**src/rtl/ifq_ctrl_if.sv**
```systemverilog
// Fetch-queue bus: instruction-memory handshake, redirect, and pre-decode outputs.
interface ifq_ctrl_if;
    logic        ic_req;
    logic [63:0] ic_addr;
    logic        ic_ack;
    logic [31:0] ic_data;
    logic        flush;
    logic [63:0] redirect_pc;
    logic        stall_in;
    logic [63:0] pd_pc;
    logic [31:0] pd_ir;
    logic        pd_stall;

    // Environment side: memory model, redirect source, downstream stage.
    modport master (
        input  ic_req, ic_addr, pd_pc, pd_ir, pd_stall,
        output ic_ack, ic_data, flush, redirect_pc, stall_in
    );

    // Fetch-queue controller side.
    modport slave (
        output ic_req, ic_addr, pd_pc, pd_ir, pd_stall,
        input  ic_ack, ic_data, flush, redirect_pc, stall_in
    );
endinterface

```
**src/rtl/ifq_ctrl.sv**
```systemverilog
// Instruction fetch queue controller: one outstanding fetch, DEPTH-entry
// {pc, ir} FIFO feeding pre-decode. All state updates on the falling edge.
module ifq_ctrl #(
    parameter int          DEPTH    = 4,
    parameter logic [63:0] RESET_PC = 64'h0000_0000_8000_0000,
    parameter logic [31:0] NOP      = 32'h0000_0013
) (
    input  logic         clk,
    input  logic         rst,
    ifq_ctrl_if.slave    bus
);
    localparam int AW = $clog2(DEPTH);

    typedef enum logic [1:0] {IDLE, WAIT, KILL} state_t;

    state_t        state, state_nxt;
    logic [63:0]   fpc, fpc_nxt;
    logic [63:0]   mem_pc [DEPTH];
    logic [31:0]   mem_ir [DEPTH];
    logic [AW-1:0] rd_ptr, wr_ptr;
    logic [AW:0]   count;
    logic          empty, full, push, pop;

    assign empty = (count == '0);
    assign full  = (count == (AW+1)'(DEPTH));
    // A flush wins over both queue operations in its cycle.
    assign push  = (state == WAIT) && bus.ic_ack && !bus.flush;
    assign pop   = !empty && !bus.stall_in && !bus.flush;

    assign bus.ic_req   = (state == WAIT);
    assign bus.ic_addr  = fpc;
    assign bus.pd_pc    = (!empty && !bus.flush) ? mem_pc[rd_ptr] : 64'd0;
    assign bus.pd_ir    = (!empty && !bus.flush) ? mem_ir[rd_ptr] : NOP;
    assign bus.pd_stall = bus.stall_in;

    // Next fetch state and fetch PC. In KILL an ack retires the dead request
    // even if a flush arrives together with it, otherwise we would wait forever.
    always_comb begin
        state_nxt = state;
        fpc_nxt   = fpc;
        case (state)
            IDLE:    if (!bus.flush && !full) state_nxt = WAIT;
            WAIT:    if (bus.ic_ack)          state_nxt = IDLE;
                     else if (bus.flush)      state_nxt = KILL;
            KILL:    if (bus.ic_ack)          state_nxt = IDLE;
            default: state_nxt = IDLE;
        endcase
        if (bus.flush)  fpc_nxt = bus.redirect_pc;
        else if (push)  fpc_nxt = fpc + 64'd4;
    end

    // Control state, pointers and occupancy.
    always_ff @(negedge clk) begin
        if (rst) begin
            state  <= IDLE;
            fpc    <= RESET_PC;
            rd_ptr <= '0;
            wr_ptr <= '0;
            count  <= '0;
        end else begin
            state <= state_nxt;
            fpc   <= fpc_nxt;
            if (bus.flush) begin
                rd_ptr <= '0;
                wr_ptr <= '0;
                count  <= '0;
            end else begin
                if (push) wr_ptr <= wr_ptr + AW'(1);
                if (pop)  rd_ptr <= rd_ptr + AW'(1);
                case ({push, pop})
                    2'b10:   count <= count + (AW+1)'(1);
                    2'b01:   count <= count - (AW+1)'(1);
                    default: count <= count;
                endcase
            end
        end
    end

    // Queue storage; contents need no reset since count gates every read.
    always_ff @(negedge clk) begin
        if (!rst && push) begin
            mem_pc[wr_ptr] <= fpc;
            mem_ir[wr_ptr] <= bus.ic_data;
        end
    end
endmodule

```
**src/flat_wrapper.sv**
```systemverilog
// flat-port wrapper written by rule: the top's interface ports become plain ports
module ifq_ctrl_flat 
#(
    parameter int          DEPTH    = 4,
    parameter logic [63:0] RESET_PC = 64'h0000_0000_8000_0000,
    parameter logic [31:0] NOP      = 32'h0000_0013
)
  (clk, rst, bus_ic_req, bus_ic_addr, bus_pd_pc, bus_pd_ir, bus_pd_stall, bus_ic_ack, bus_ic_data, bus_flush, bus_redirect_pc, bus_stall_in);
  ifq_ctrl_if bus_i ();
  input  logic clk;
  input  logic rst;
  output wire logic [$bits(bus_i.ic_req)-1:0] bus_ic_req;
  output wire logic [$bits(bus_i.ic_addr)-1:0] bus_ic_addr;
  output wire logic [$bits(bus_i.pd_pc)-1:0] bus_pd_pc;
  output wire logic [$bits(bus_i.pd_ir)-1:0] bus_pd_ir;
  output wire logic [$bits(bus_i.pd_stall)-1:0] bus_pd_stall;
  input wire logic [$bits(bus_i.ic_ack)-1:0] bus_ic_ack;
  input wire logic [$bits(bus_i.ic_data)-1:0] bus_ic_data;
  input wire logic [$bits(bus_i.flush)-1:0] bus_flush;
  input wire logic [$bits(bus_i.redirect_pc)-1:0] bus_redirect_pc;
  input wire logic [$bits(bus_i.stall_in)-1:0] bus_stall_in;
  assign bus_ic_req = bus_i.ic_req;
  assign bus_ic_addr = bus_i.ic_addr;
  assign bus_pd_pc = bus_i.pd_pc;
  assign bus_pd_ir = bus_i.pd_ir;
  assign bus_pd_stall = bus_i.pd_stall;
  assign bus_i.ic_ack = bus_ic_ack;
  assign bus_i.ic_data = bus_ic_data;
  assign bus_i.flush = bus_flush;
  assign bus_i.redirect_pc = bus_redirect_pc;
  assign bus_i.stall_in = bus_stall_in;
  ifq_ctrl #(.DEPTH(DEPTH), .RESET_PC(RESET_PC), .NOP(NOP)) u_core (.clk(clk), .rst(rst), .bus(bus_i));
endmodule
```
**config.mk**
```make
export PLATFORM = sky130hd
export DESIGN_NAME = ifq_ctrl_flat
export DESIGN_NICKNAME = d
export VERILOG_FILES = /design/src/rtl/ifq_ctrl_if.sv /design/src/rtl/ifq_ctrl.sv /design/src/flat_wrapper.sv
export SDC_FILE = /design/constraint.sdc
export NUM_CORES = 1
export LEC_CHECK = 0
export ABC_AREA = 1
export BUFFER_PORTS_ARGS = -buffer_cell sky130_fd_sc_hd__buf_2
export CAP_MARGIN = 20
export CORE_MARGIN = 2
export CORE_UTILIZATION = 35
export DETAILED_ROUTE_END_ITERATION = 10
export GPL_ROUTABILITY_DRIVEN = 0
export SETUP_SLACK_MARGIN = 0.2
export SLEW_MARGIN = 5
export SYNTH_ARGS = -nofsm -noshare
export SYNTH_HDL_FRONTEND = slang
export SYNTH_SLANG_ARGS = --single-unit
```
**constraint.sdc**
```tcl
create_clock -name clk -period 6.4 [get_ports clk]
set_input_delay 1.28 -clock clk [delete_from_list [all_inputs] [get_ports clk]]
set_output_delay 1.28 -clock clk [all_outputs]
set_load 0.01 [all_outputs]
```
After elaboration in Yosys (flattened, before gate mapping)
Memories as Yosys holds them, arrays and structs flattened. A register that Yosys moved wholly into a read port is not among the register bits.
Cells that the tools add are included.
{"block": "classes", "add_sub_neg": 5, "eq_ne": 8, "mux": 16, "reduce_logical": 18}
{"cell": "2-to-1 mux 64 bit", "count": 3}
{"cell": "adder 64 x 3 -> 64 bit, second input constant", "count": 1}
{"cell": "2-to-1 mux 32 bit", "count": 1}
{"cell": "2-to-1 mux 2 bit", "count": 8}
{"cell": "logical AND 1 bit", "count": 7}
{"cell": "one-hot mux 2 bit (3 select lines)", "count": 1}
{"cell": "one-hot mux 3 bit (2 select lines)", "count": 1}
{"cell": "logical NOT 1 bit", "count": 5}
{"cell": "adder 2 x 1 -> 2 bit, second input constant", "count": 2}
{"cell": "== test 2 x 1 -> 1 bit, second input constant", "count": 2}
{"cell": "== test 2 bit, second input constant", "count": 2}
{"cell": "nonzero test 2 bit", "count": 2}
{"cell": "adder 3 x 1 -> 3 bit, second input constant", "count": 1}
{"cell": "== test 3 bit, second input constant", "count": 1}
{"cell": "logical NOT 3 bit", "count": 1}
{"cell": "inequality test 3 x 1 -> 1 bit, second input constant", "count": 1}
{"cell": "AND reduction 3 bit", "count": 1}
{"cell": "subtractor 3 x 1 -> 3 bit, second input constant", "count": 1}
{"cell": "logical NOT 2 bit", "count": 1}
{"cell": "2-to-1 mux 1 bit", "count": 2}
{"cell": "inequality test 2 x 1 -> 1 bit, second input constant", "count": 1}
{"cell": "inequality test 2 bit, second input constant", "count": 1}
{"cell": "OR reduction 2 bit", "count": 1}
{"block": "word_totals", "reg_bits": 73, "ramBits": 384, "input_bits": 101, "output_inout_bits": 162, "elab_cells": 54, "memories": 2}
{"memory": "u_core.mem_pc", "words": 4, "width": 64, "rd": 1, "rd_clocked_by_memory_dff": 1, "wr": 1, "line": "ifq_ctrl.sv:18", "source": "logic [63:0] mem_pc [DEPTH];"}
{"memory": "u_core.mem_ir", "words": 4, "width": 32, "rd": 1, "rd_clocked_by_memory_dff": 1, "wr": 1, "line": "ifq_ctrl.sv:19", "source": "logic [31:0] mem_ir [DEPTH];"}

Logic depth before layout (Yosys ltp)
{"block": "depth", "word_depth": 6, "mapped_depth": 13, "depth_no_buf": 12}

==> results.cfg <==
[global_route]
grt_use_total_pct = 23.69
grt_overflow = 0
grt_pass1_vias = 18517
grt_pass1_wl_microns = 106000
antenna_found_initial = 4
grt_max_degree = 49

[synthesis]
syn-mean-instance-area_sq_um = 9.975
syn_nets = 2121
synth_cell_types = 45
synth_warnings = 0
syn_area_sq_um = 20080
async_flop_share_pct = 0
synthFlopType = edfxtp_1
ys_seq_elements = 459
synthesis.instances = 2013
synth-edff-count = 384
seq_area_frac_synth_pct = 64.90

[critical_path]
worstPathRequired_ps = 5120
r2r_cells = 9
path_class = register to primary output
rrSetupSlack_ps = 3950
startpoint_type = register
endpoint_kind = primary output
r2r_start = u_core.bus.ic_addr[3]
critPathArrivalTime_ps = 5310
r2r_end = u_core.bus.ic_addr[32]
crit_fanout = 7
crit_end = bus_pd_pc[31]

[clocking]
clk_pin_slew_ps = 30
root_buffer = clkbuf_16
clock_path_buffers = 3
clkLatencyLatePin_ps = 640
cts_tree = done
cts_max_level = 2
clock-sinks = 459
cts_buffers = 50

[sta]
hold_slack_ps = 487.3
clock_skew_ps = 27.03
slew-limit-headroom_pct = 59.55
setup_viol = 96
hold_viol = 0
drv_slew = 0
layout_setup_ws_ps = -189.1
rsz0062_at_grt = yes
worst_pin_slew_ps = 606.7

[floorplan]
initial_core_util_pct = 35.48
fp.dieH_microns = 243.5
die_area_sq_um = 59300
dieWidth_microns = 243.5
core_region_area_sq_um = 56600
row_count = 87
ioPinCount = 263

[placement]
placed_cell_area_sq_um = 23180
portBuffers = 262
dp_cells = 3044
preCtsSetupSlack_ps = 109.2
hpwl_microns = 42410

[cells_and_area]
final_area_sq_um = 28560
final_cell_mix = inv_1, nor2_1, edfxtp_1, buf_2, nand2_1
drive_gt1_share_pct = 22.87
final_nets = 2970
finalNonFillerCells = 3658
area_growth_pct = 42.25
final_common_cell = inv_1

[outcome]
status = finished with violations
failed_checks = setup timing

[routing]
drt-initial-drc-count = 1471
routed_wl_microns = 73320
remaining_drc_errors = 0
drt-pass1-iter-count = 6
drtAntennaViolNets = 0
routedWlPerCell_microns = 20.04
via_per_inst = 5.027
vias = 18389

[power_and_ir_drop]
p_leak_uw = 0.01260
ir_drop_mv = 0.1907
p_per_area_nw_per_um2 = 279.5

[min_path]
hold_path.class = register to register

[flow_run]
drv_cap = 0
## layout make-up
cell class / count / area, sq um
timing repair buffer: 439 / 3936
inverter: 114 / 462.9
timing repair inverter: 2 / 17.52
tap: 756 / 945.9
sequential: 459 / 13050
antenna: 3 / 7.507
clock buffer: 51 / 1276
clock inverter: 497 / 2185
fill: 5246 / 28040
multi-input combinational: 1337 / 6688
## report_power, final
part           total, uW  leakage (uW)  internal (uW)  switching (uW)
Sequential          3360       0.00411           3300            59.6
Combinational        402       0.00518            150             253
Clock               4220       0.00331           2240            1980
Total               7980        0.0126           5690            2290
## worst min path at each step
stage	from	to	slack, ps	cells past startpoint
final	u_core.bus.ic_addr[32]	u_core.mem_pc[3][32]	490	0
after global routing	u_core.bus.ic_addr[32]	u_core.mem_pc[3][32]	500	0
after CTS	u_core.bus.ic_addr[32]	u_core.mem_pc[3][32]	500	0
after detailed placement	u_core.bus.ic_addr[32]	u_core.mem_pc[3][32]	490	0
after global placement	u_core.bus.ic_addr[32]	u_core.mem_pc[3][32]	440	0
after floorplan	u_core.rd_ptr[1]	register	440	2
## critical path, cell delays in order, from the launching register on
cell and delay (ps):
dfxtp_4 380, buf_6 130, buf_16 160, buf_12 120
clkbuf_16 140, nor2_1 40, nor2_1 80, o21ai_1 70
a21oi_1 180, buf_2 170
## synth_stat cells (5+ instances only)
cell type | count | area, sq um
inv_1 | 106 | 397.9
ha_1 | 6 | 75.07
nor2_1 | 509 | 1911
o21ai_1 | 15 | 75.07
nand2_2 | 14 | 87.58
buf_1 | 22 | 82.58
inv_2 | 5 | 18.77
o21ai_0 | 242 | 1211
nand2_1 | 247 | 927.1
nor2_2 | 12 | 75.07
edfxtp_1 | 384 | 11530
nor3_1 | 8 | 40.04
xnor2_1 | 10 | 87.58
xor2_1 | 7 | 61.31
nor2_4 | 8 | 90.09
nand3_1 | 61 | 305.3
dfxtp_1 | 75 | 1501
nand4_1 | 16 | 100.1
a21oi_1 | 128 | 640.6
buf_2 | 24 | 120.1
a31oi_1 | 17 | 106.4
clkbuf_1 | 49 | 183.9
## registers in the layout, summed over array words and instances (netlist names), named ones only
| register | count |
|---|---|
| u_core.count | 3 |
| u_core.state | 2 |
| u_core.mem_pc | 256 |
| u_core.rd_ptr | 2 |
| u_core.bus.ic_addr | 64 |
| u_core.wr_ptr | 2 |
| u_core.mem_ir | 128 |
## metrics by stage
| stage | setup TNS (ps) | utilization (%) | total power (uW) |
|---|---|---|---|
| finish | -12560 | 50.46 | 7984 |
| global route | -20620 | 50.46 | 8456 |
| global placement | -11.28 | 40.94 | 4173 |
| floorplan | -219140 | - | 3971 |
| CTS | -14280 | 50.00 | 8066 |
| detailed placement | 0 | 40.94 | 4180 |
## layer usage
| layer | part of all wire, % | track usage [%] | routed length, microns | vias up |
|---|---|---|---|---|
| met5 | 0.018 | 0 | 13 | - |
| met4 | 2.9 | 10.76 | 2118 | 2 |
| met3 | 7.4 | 6.764 | 5451 | 123 |
| met2 | 48 | 38.14 | 35270 | 797 |
| met1 | 42 | 29.57 | 30470 | 8859 |
| li1 | - | - | - | 8608 |
## kinds of logic after synthesis
kind of cell	share of synthesized area (%)
AND/OR/NAND/NOR	18.39
buffers and inverters	4.449
adder cells (fa/ha/maj)	0.4735
AO/OA/AOI/OAI	11.05
XOR/XNOR	0.7415
flip-flops	64.90
## repair_timing
action,in CTS,in global routing
resized for setup,206,54
setup buffers,28,4
hold buffers,0,0
gates cloned,27,5
endpoints found under the setup margin,96,96
pin swaps,45,24
Power figures use the tool's default switching activity.
